$ cat config.mk
export PLATFORM = sky130hd
export DESIGN_NAME = imem_loader_flat
export DESIGN_NICKNAME = d
export VERILOG_FILES = /design/src/rtl/imem_loader_pkg.sv /design/src/rtl/imem_loader_if.sv /design/src/rtl/imem_loader_byte_packer.sv /design/src/rtl/imem_loader.sv /design/src/flat_wrapper.sv
export SDC_FILE = /design/constraint.sdc
export NUM_CORES = 1
export LEC_CHECK = 0
export CAP_MARGIN = 20
export CORE_ASPECT_RATIO = 0.7
export CORE_MARGIN = 5
export CORE_UTILIZATION = 60
export CTS_CLUSTER_SIZE = 40
export DETAILED_ROUTE_END_ITERATION = 6
export PLACE_DENSITY = 0.85
export RECOVER_POWER = 100
export SYNTH_ARGS = -nofsm -noshare
export SYNTH_HDL_FRONTEND = slang
export SYNTH_SLANG_ARGS = --single-unit
$ cat constraint.sdc
create_clock -name clk -period 4.2 [get_ports clk]
set_input_delay 0.84 -clock clk [delete_from_list [all_inputs] [get_ports clk]]
set_output_delay 0.84 -clock clk [all_outputs]
set_load 0.03 [all_outputs]
$ cat src/rtl/imem_loader_pkg.sv
// Shared types and constants for the boot-time instruction memory loader.
package imem_loader_pkg;

    typedef enum logic [2:0] {
        IDLE,
        LEN_HI,
        LEN_LO,
        DATA,
        CHECK,
        DONE,
        ERR
    } loader_state_t;

    localparam int BYTES_PER_WORD = 4;

    // States in which a frame is being received and the stream is open.
    function automatic logic is_active(input loader_state_t s);
        return (s == LEN_HI) || (s == LEN_LO) || (s == DATA) || (s == CHECK);
    endfunction

endpackage

$ cat src/rtl/imem_loader_if.sv
// Byte-stream valid/ready handshake feeding the instruction memory loader.
interface imem_loader_if;
    logic       in_valid;
    logic [7:0] in_data;
    logic       in_ready;

    modport master (output in_valid, output in_data, input in_ready);
    modport slave  (input in_valid, input in_data, output in_ready);
endinterface

$ cat src/rtl/imem_loader_byte_packer.sv
// Packs consecutive bytes into a big-endian 32-bit word; word_valid marks the 4th byte.
module byte_packer
    import imem_loader_pkg::*;
(
    input  logic        clk,
    input  logic        reset,
    input  logic        clear,
    input  logic        byte_valid,
    input  logic [7:0]  byte_data,
    output logic        word_valid,
    output logic [31:0] word
);

    localparam int LANES = BYTES_PER_WORD - 1;

    logic [1:0] cnt_reg;
    logic [7:0] lane_reg [LANES];

    always_ff @(posedge clk) begin
        if (reset || clear) begin
            cnt_reg <= 2'd0;
            for (int i = 0; i < LANES; i++) lane_reg[i] <= 8'd0;
        end else if (byte_valid) begin
            cnt_reg <= cnt_reg + 2'd1;
            for (int i = 0; i < LANES - 1; i++) lane_reg[i] <= lane_reg[i + 1];
            lane_reg[LANES - 1] <= byte_data;
        end
    end

    // The oldest byte of the word sits in lane 0 and lands in the top byte.
    generate
        for (genvar gi = 0; gi < LANES; gi++) begin : g_lane
            assign word[31 - 8 * gi -: 8] = lane_reg[gi];
        end
    endgenerate

    assign word[7:0]  = byte_data;
    assign word_valid = byte_valid && (cnt_reg == 2'(BYTES_PER_WORD - 1));

endmodule

$ cat src/rtl/imem_loader.sv
// Boot loader: byte stream -> instruction RAM writes, CPU held in reset until loaded.
// Optional trailing XOR checksum byte enabled by IMEM_LOADER_CHECKSUM_EN.
module imem_loader
    import imem_loader_pkg::*;
#(
    parameter  int MEM_DEPTH = 1024,
    localparam int ADDR_W    = $clog2(MEM_DEPTH)
) (
    input  logic              clk,
    input  logic              reset,
    input  logic              start,
    imem_loader_if.slave      bs,
    output logic              mem_we,
    output logic [ADDR_W-1:0] mem_addr,
    output logic [31:0]       mem_wdata,
    output logic              cpu_reset,
    output logic              busy,
    output logic              done,
    output logic              err
);

    localparam logic [16:0] DEPTH_LIMIT = 17'(MEM_DEPTH);

    loader_state_t     state_reg, state_next;
    logic [7:0]        len_hi_reg;
    logic [15:0]       len_reg;
    logic [15:0]       word_idx_reg;
    logic              mem_we_reg;
    logic [ADDR_W-1:0] mem_addr_reg;
    logic [31:0]       mem_wdata_reg;

    logic        accept;
    logic        start_load;
    logic        byte_valid;
    logic        word_valid;
    logic [31:0] packed_word;
    logic [15:0] len_full;
    logic        last_word;

    assign accept     = bs.in_valid && bs.in_ready;
    assign start_load = start && (state_reg == IDLE || state_reg == DONE || state_reg == ERR);
    assign byte_valid = accept && (state_reg == DATA);
    assign len_full   = {len_hi_reg, bs.in_data};
    assign last_word  = (word_idx_reg == len_reg - 16'd1);

`ifdef IMEM_LOADER_CHECKSUM_EN
    logic [7:0] csum_reg;

    always_ff @(posedge clk) begin
        if (reset || start_load) begin
            csum_reg <= 8'd0;
        end else if (byte_valid) begin
            csum_reg <= csum_reg ^ bs.in_data;
        end
    end
`endif

    byte_packer u_packer (
        .clk        (clk),
        .reset      (reset),
        .clear      (start_load),
        .byte_valid (byte_valid),
        .byte_data  (bs.in_data),
        .word_valid (word_valid),
        .word       (packed_word)
    );

    always_ff @(posedge clk) begin
        if (reset) begin
            state_reg     <= IDLE;
            len_hi_reg    <= 8'd0;
            len_reg       <= 16'd0;
            word_idx_reg  <= 16'd0;
            mem_we_reg    <= 1'b0;
            mem_addr_reg  <= '0;
            mem_wdata_reg <= 32'd0;
        end else begin
            state_reg  <= state_next;
            mem_we_reg <= word_valid;
            if (start_load) word_idx_reg <= 16'd0;
            if (state_reg == LEN_HI && accept) len_hi_reg <= bs.in_data;
            if (state_reg == LEN_LO && accept) len_reg <= len_full;
            // Word k is written the cycle after its last byte, overlapping word k+1 reception.
            if (word_valid) begin
                mem_addr_reg  <= word_idx_reg[ADDR_W-1:0];
                mem_wdata_reg <= packed_word;
                word_idx_reg  <= word_idx_reg + 16'd1;
            end
        end
    end

    always_comb begin
        state_next = state_reg;
        case (state_reg)
            IDLE, DONE, ERR: if (start) state_next = LEN_HI;
            LEN_HI:          if (accept) state_next = LEN_LO;
            LEN_LO: begin
                if (accept) begin
                    if (len_full == 16'd0) begin
`ifdef IMEM_LOADER_CHECKSUM_EN
                        state_next = CHECK;
`else
                        state_next = DONE;
`endif
                    end else if ({1'b0, len_full} > DEPTH_LIMIT) begin
                        state_next = ERR;
                    end else begin
                        state_next = DATA;
                    end
                end
            end
            DATA: begin
                if (word_valid && last_word) begin
`ifdef IMEM_LOADER_CHECKSUM_EN
                    state_next = CHECK;
`else
                    state_next = DONE;
`endif
                end
            end
`ifdef IMEM_LOADER_CHECKSUM_EN
            CHECK: if (accept) state_next = (bs.in_data == csum_reg) ? DONE : ERR;
`endif
            default: state_next = IDLE;
        endcase
    end

    assign bs.in_ready = is_active(state_reg);
    assign busy        = is_active(state_reg);
    assign done        = (state_reg == DONE);
    assign err         = (state_reg == ERR);
    assign cpu_reset   = (state_reg != DONE);
    assign mem_we      = mem_we_reg;
    assign mem_addr    = mem_addr_reg;
    assign mem_wdata   = mem_wdata_reg;

endmodule

$ cat src/flat_wrapper.sv
// flat-port wrapper written by rule: the top's interface ports become plain ports
module imem_loader_flat import imem_loader_pkg::*;
#(
    parameter  int MEM_DEPTH = 1024,
    localparam int ADDR_W    = $clog2(MEM_DEPTH)
)
  (clk, reset, start, mem_we, mem_addr, mem_wdata, cpu_reset, busy, done, err, bs_in_valid, bs_in_data, bs_in_ready);
  imem_loader_if bs_i ();
  input  logic clk;
  input  logic reset;
  input  logic start;
  output logic mem_we;
  output logic [ADDR_W-1:0] mem_addr;
  output logic [31:0] mem_wdata;
  output logic cpu_reset;
  output logic busy;
  output logic done;
  output logic err;
  input wire logic [$bits(bs_i.in_valid)-1:0] bs_in_valid;
  input wire logic [$bits(bs_i.in_data)-1:0] bs_in_data;
  output wire logic [$bits(bs_i.in_ready)-1:0] bs_in_ready;
  assign bs_i.in_valid = bs_in_valid;
  assign bs_i.in_data = bs_in_data;
  assign bs_in_ready = bs_i.in_ready;
  imem_loader #(.MEM_DEPTH(MEM_DEPTH)) u_core (.clk(clk), .reset(reset), .start(start), .bs(bs_i), .mem_we(mem_we), .mem_addr(mem_addr), .mem_wdata(mem_wdata), .cpu_reset(cpu_reset), .busy(busy), .done(done), .err(err));
endmodule
=== After elaboration in Yosys (flattened, before gate mapping) ===
Memory sizes are Yosys's and may differ from the RTL's. A register that Yosys moved wholly into a read port is not among the register bits.
Index checks and enable logic that the tools add are counted.

* Bitwise logic cells: 3
* Magnitude comparators: 1
* Mux-type cells: 17
* $add $sub $neg: 3
* Reduce and logical (&&, ||, !) cells: 18
* Equal/unequal tests: 13

{| class="wikitable"
|+ Operator list
! cell !! count
|-
| $mux W16 || 2
|-
| $mux W8 || 3
|-
| $mux W3 || 6
|-
| $add A16 B1 Y16 const B || 1
|-
| $eq A16 B16 Y1 || 1
|-
| $gt A16 B11 Y1 const B || 1
|-
| $logic_not A16 Y1 || 1
|-
| $sub A16 B1 Y16 const B || 1
|-
| $pmux W3 S4 || 1
|-
| $eq A3 B3 Y1 const B || 3
|-
| $logic_and A1 B1 Y1 || 7
|-
| $eq A3 B2 Y1 const B || 2
|-
| $logic_or A1 B1 Y1 || 6
|-
| $ne A2 B1 Y1 const B || 3
|-
| $mux W1 || 5
|-
| $reduce_and A4 Y1 || 1
|-
| $eq A3 B1 Y1 const B || 1
|-
| $logic_not A3 Y1 || 1
|-
| $ne A3 B3 Y1 const B || 1
|-
| $or A1 B1 Y1 || 3
|-
| $reduce_or A3 Y1 || 1
|-
| $add A2 B1 Y2 const B || 1
|-
| $eq A2 B2 Y1 const B || 1
|-
| $ne A2 B2 Y1 const B || 1
|-
| $reduce_bool A2 Y1 || 1
|}

* Bits of input ports: 12
* Output and inout port bits: 48
* Memories: 1
* Bits in registers: 88
* RAM bits: 24

{| class="wikitable"
|+ Memory list
! memory !! words !! width !! rd ports !! clocked after memory_dff !! write ports !! RTL line !! source
|-
| u_core.u_packer.lane_reg || 3 || 8 || 3 || 1 || 3 || imem_loader_byte_packer.sv:17 || <nowiki>logic [7:0] lane_reg [LANES];</nowiki>
|}

=== Logic depth before layout (Yosys ltp) ===
* Word-level depth: 10
* Gate-level depth with buffers: 8

=== Hierarchy ===
From an unflattened synthesis, not the netlist that was laid out.

* Cells, all modules: 539
* Area total of the unflattened synthesis: 5084.9 µm²

{| class="wikitable"
|+ Modules (own cells, without submodules)
! module !! instances !! cells an instance !! area an instance (µm²)
|-
| imem_loader || 1 || 471 || 4000.1
|-
| byte_packer || 1 || 68 || 1084.8
|}

=== Worst setup path before layout ===
No wires, ideal clock.

* Path type: reg-to-output
* From: reg u_core.state_reg[0]
* To: out busy
* Path buffers: 2
* Path slack: 1797 ps
* Arrival: 1563 ps
* Cell stages (with the launch flop): 5
* Data required time: 3360 ps
* Cell sequence: dfxtp_1 -> clkbuf_1 -> nor2_1 -> xnor2_1 -> buf_4

* Longest elaborated chain between the ends: 4
* Elaborated cells on any way between the ends: 7
* Classes of those cells: eq/ne (4); reduce/logical (3)

{| class="wikitable"
|+ Ends and longest elaborated chain
! element !! RTL line !! source
|-
| start: declaration || imem_loader.sv:24 || <nowiki>loader_state_t state_reg, state_next;</nowiki>
|-
| start signal: assignment || imem_loader.sv:78 || <nowiki>state_reg <= state_next;</nowiki>
|-
| $eq A3 B1 Y1 / $eq A3 B2 Y1 (equally long branches) || -- ||
|-
| $logic_or A1 B1 Y1 (2 in a row) || -- ||
|-
| $logic_or A1 B1 Y1 * || -- ||
|-
| end: declaration || flat_wrapper.sv:16 || <nowiki>output logic busy;</nowiki>
|}

Every way passes the cells marked *; elsewhere a longest branch is shown, timed or not.

=== Worst setup path after layout ===
* From: in bs_in_valid
* To: reg u_core.word_idx_reg[12]

* Longest elaborated chain between the ends: 4
* Elaborated cells on any way between the ends: 5
* Classes of those cells: mux (1); reduce/logical (4)

{| class="wikitable"
|+ Ends and longest elaborated chain
! element !! RTL line !! source
|-
| start: declaration || flat_wrapper.sv:19 || <nowiki>input wire logic [$bits(bs_i.in_valid)-1:0] bs_in_valid;</nowiki>
|-
| $logic_and A1 B1 Y1 * || imem_loader.sv:40 || <nowiki>assign accept = bs.in_valid && bs.in_ready;</nowiki>
|-
| $logic_and A1 B1 Y1 * || imem_loader.sv:42 || <nowiki>assign byte_valid = accept && (state_reg == DATA);</nowiki>
|-
| $logic_and A1 B1 Y1 * || imem_loader_byte_packer.sv:38 || <nowiki>assign word_valid = byte_valid && (cnt_reg == 2'(BYTES_PER_WORD - 1));</nowiki>
|-
| $mux W16 / $reduce_bool A2 Y1 (equally long branches) || -- ||
|-
| end signal: assignment || imem_loader.sv:87 || <nowiki>word_idx_reg <= word_idx_reg + 16'd1;</nowiki>
|-
| end: declaration || imem_loader.sv:27 || <nowiki>logic [15:0] word_idx_reg;</nowiki>
|}

Marks and branches as above.
A chain may end at the register's enable or synchronous reset.

==> run_results.csv <==
group,metric,value,unit
global_routing,grt_max_degree,90,
placement,gp_congestion,0.844,
clock_network,post-cts-setup-buffers,0,
setup_path,crit_path_end_kind,"register",
clock_network,clockRootBuffer,"clkbuf_16",
routing,dr.pass1.iters,5,
logic_synthesis,syn-num-nets,584,
layout,layout-drive-gt1-share,4.45,%
logic_synthesis,ys_seq_area_share,49.9,%
placement,io_buffers,59,
setup_path,cp-endpoint,"u_core.word_idx_reg[12]$_SDFFE_PP0P_",
logic_synthesis,synth_most_common_cell,"nand2_1",
min_path,hold_path_class,"register to register",
logic_synthesis,synth.largest_area_cell,"dfxtp_1",
layout,num_antenna_cells,0,
logic_synthesis,async_flop_share,0,%
layout,seqCellArea,0.00248,sq mm
clock_network,ctsHoldBuffers,0,
global_routing,grt_pass1_wl,18500,um
logic_synthesis,ys_ff_latch,112,
routing,ant_nets,0,
clock_network,ctsResizeCount,0,
placement,dp.cells,691,
routing,viasPerCell,5.74,
layout,fin_cells,708,
job,drv_cap,1,
outcome,violations,"capacitance limit, slew limit",
sta,tns,0,ps
die,start_util,62.4,%
setup_path,r2r_slack,1320,ps
clock_network,clock_sink_count,112,
routing,drt-met1-wl,5200,um
global_routing,grt_overflow,0,
die,die_h,86.2,um
logic_synthesis,synth_commonest_cells,"136 x nand2_1, 88 x dfxtp_1, 75 x a21oi_1, 32 x clkbuf_1, 31 x nor2_1",
layout,largest_reg_flops,32,
sta,period_share,79.7,%
sta,slew_violations,50,
die,num_rows,27,
setup_path,crit_required,4470,ps
routing,drc,0,
logic_synthesis,yosys-top-cells-area,"dfxtp_1 35%, edfxtp_1 14%, nand2_1 10%",
sta,worstMarginPinSlew,1570,ps
routing,drtIter0Drc,247,
routing,dr_total_vias,4064,
logic_synthesis,yosysUniqueCellTypes,58,
logic_synthesis,postSynthAreaPerCell,8.74,sq um
routing,wl_met2,4940,um
sta,final-setup-viol-count,0,
die,dieArea,0.0102,sq mm
logic_synthesis,synth_warnings,0,
setup_path,r2r_start,"u_core.state_reg[1]$_SDFFE_PP0P_",
die,num_io_pins,60,
die,core_area,0.00797,sq mm
power_and_ir_drop,power_density,446,mW/mm^2
power_and_ir_drop,ir_worst_vdd,0.429,mV
sta,rsz0062_at_grt,"no",
global_routing,antenna_found_initial,0,
logic_synthesis,syn_inst,569,
sta,slew_headroom,-4.54,%
routing,wl_met3,721,um
setup_path,start_kind,"input pin",
layout,syn_to_final_growth,16.8,%
logic_synthesis,netlist_area,0.00497,sq mm
logic_synthesis,netlist.area_leader.share,35.4,%
sta,fmax,299,MHz
sta,fin_crit,3350,ps
clock_network,clk_pin_slew_worst_paths,70,ps
setup_path,worstPathArrival,3620,ps
setup_path,reg2reg_depth,7,
routing,routed_wl,11000,um
power_and_ir_drop,leakage,2.16,nW
clock_network,cts_buffer_depth,2,
placement,dp_hpwl,7720,um
setup_path,worst-setup-path-type,"input pin to register",
routing,top_layer,"met4",
global_routing,grtUsageTotal,22.2,%
sta,skew,7.26,ps
layout,final_core_util,72.9,%
clock_network,cts_tree,"done",
setup_path,cp-startpoint,"bs_in_valid",
setup_path,critPathMaxFanout,21,
logic_synthesis,synth_edf_count,24,
logic_synthesis,synth_ff_type,"dfxtp_1",
clock_network,cts.htree.levels,3,
die,die_x,119,um
layout,nFillCells,611,
layout,multi_input_area,0.00227,sq mm
routing,wl_per_cell,15.6,um
setup_path,r2r_end,"u_core.word_idx_reg[12]$_SDFFE_PP0P_",
layout,nets,617,
clock_network,clk_latency,350,ps
clock_network,cts_buffers,9,
outcome,status,"finished, violations left",
sta,hold_viol_final,0,
global_routing,grt_pass1_vias,3855,
## per-stage QoR
stage	worst slack (ps)	power [mW]	hold WS, ps	area [sq um]
2_1_floorplan	1800	1.64	444	4970
4_1_cts	1230	2.61	457	5850
6_report	853	2.59	451	5810
5_1_grt	627	2.71	466	5810
3_5_place_dp	1100	1.75	447	5540
3_3_place_gp	1180	1.74	443	5540
## cells by family (layout without fill, tap and decap cells)
| family | Yosys count | after routing | synth area share, % |
|---|---|---|---|
| simple gates | 262 | 262 | 25.5 |
| flops | 112 | 112 | 49.9 |
| compound gates | 108 | 108 | 12.8 |
| buf+inv | 46 | 84 | 3.95 |
| xor+xnor | 25 | 25 | 4.40 |
| mux | 13 | 13 | 2.69 |
| fa+ha+maj | 3 | 3 | 0.755 |
## how the worst min path moves through the flow
| stage | from | cells after the start | end | slack, ps |
|---|---|---|---|---|
| floorplan | u_core.len_hi_reg[5]$_SDFFE_PP0P_ | 2 | u_core.len_reg[13]$_SDFFE_PP0P_ | 440 |
| global placement | u_core.mem_wdata[30]$_SDFFE_PP0P_ | 2 | u_core.mem_wdata[30]$_SDFFE_PP0P_ | 440 |
| detailed placement | u_core.mem_wdata[4]$_SDFFE_PP0P_ | 2 | u_core.mem_wdata[4]$_SDFFE_PP0P_ | 450 |
| CTS | u_core.mem_wdata[14]$_SDFFE_PP0P_ | 2 | u_core.mem_wdata[14]$_SDFFE_PP0P_ | 460 |
| global route | u_core.mem_wdata[3]$_SDFFE_PP0P_ | 2 | u_core.mem_wdata[3]$_SDFFE_PP0P_ | 470 |
| finish | u_core.mem_wdata[17]$_SDFFE_PP0P_ | 2 | u_core.mem_wdata[17]$_SDFFE_PP0P_ | 450 |
## placed cells by master, fill, tap and decap left out, types with 3 or more instances in the layout
cell type        instances
a21oi_1                 75
a31oi_1                  3
and2_0                  17
and2_1                  10
and3_1                   5
clkbuf_1                 3
clkbuf_16                9
clkdlybuf4s50_1          8
dfxtp_1                 88
dlygate4sd3_1           50
edfxtp_1                24
ha_1                     3
inv_1                    4
mux2i_1                 10
nand2_1                136
nand2b_1                 3
nand3_1                  9
nand3b_1                 5
nand4_1                  6
nor2_1                  32
nor2b_1                  7
nor3_1                  10
nor3b_1                  3
nor4_1                   4
o211ai_1                 4
o21ai_0                  6
or3_1                    4
xnor2_1                 13
xor2_1                  12
## power by group
group | leakage, nW | internal [mW] | switching, mW
clock | 0.154 | 0.482 | 0.385
combinational | 1.04 | 0.181 | 0.283
sequential | 0.969 | 1.19 | 0.0749
total | 2.16 | 1.85 | 0.743
## layout make-up
class	instances	area share, %
clock buffer	10	4.11
inverter	4	0.258
timing repair buffer	64	10.5
clock inverter	6	1.10
multi-input combinational	411	39.1
sequential	112	42.7
tap	101	2.17
## metal layers
metal,GRT usage (%),vias to the layer above
met1,30.1,1894
li1,-,2005
met3,5.87,19
met5,0,-
met4,6.62,0
met2,35.3,146
## worst max-delay path: stages
cell and delay (ps):
dlygate4sd3_1 580, nand4b_1 360, nor2_1 270, clkbuf_1 620, and3_1 330, nand2b_1 130
or3_1 320, a21oi_1 150
Note: power is estimated with default switching activity, not from simulation.
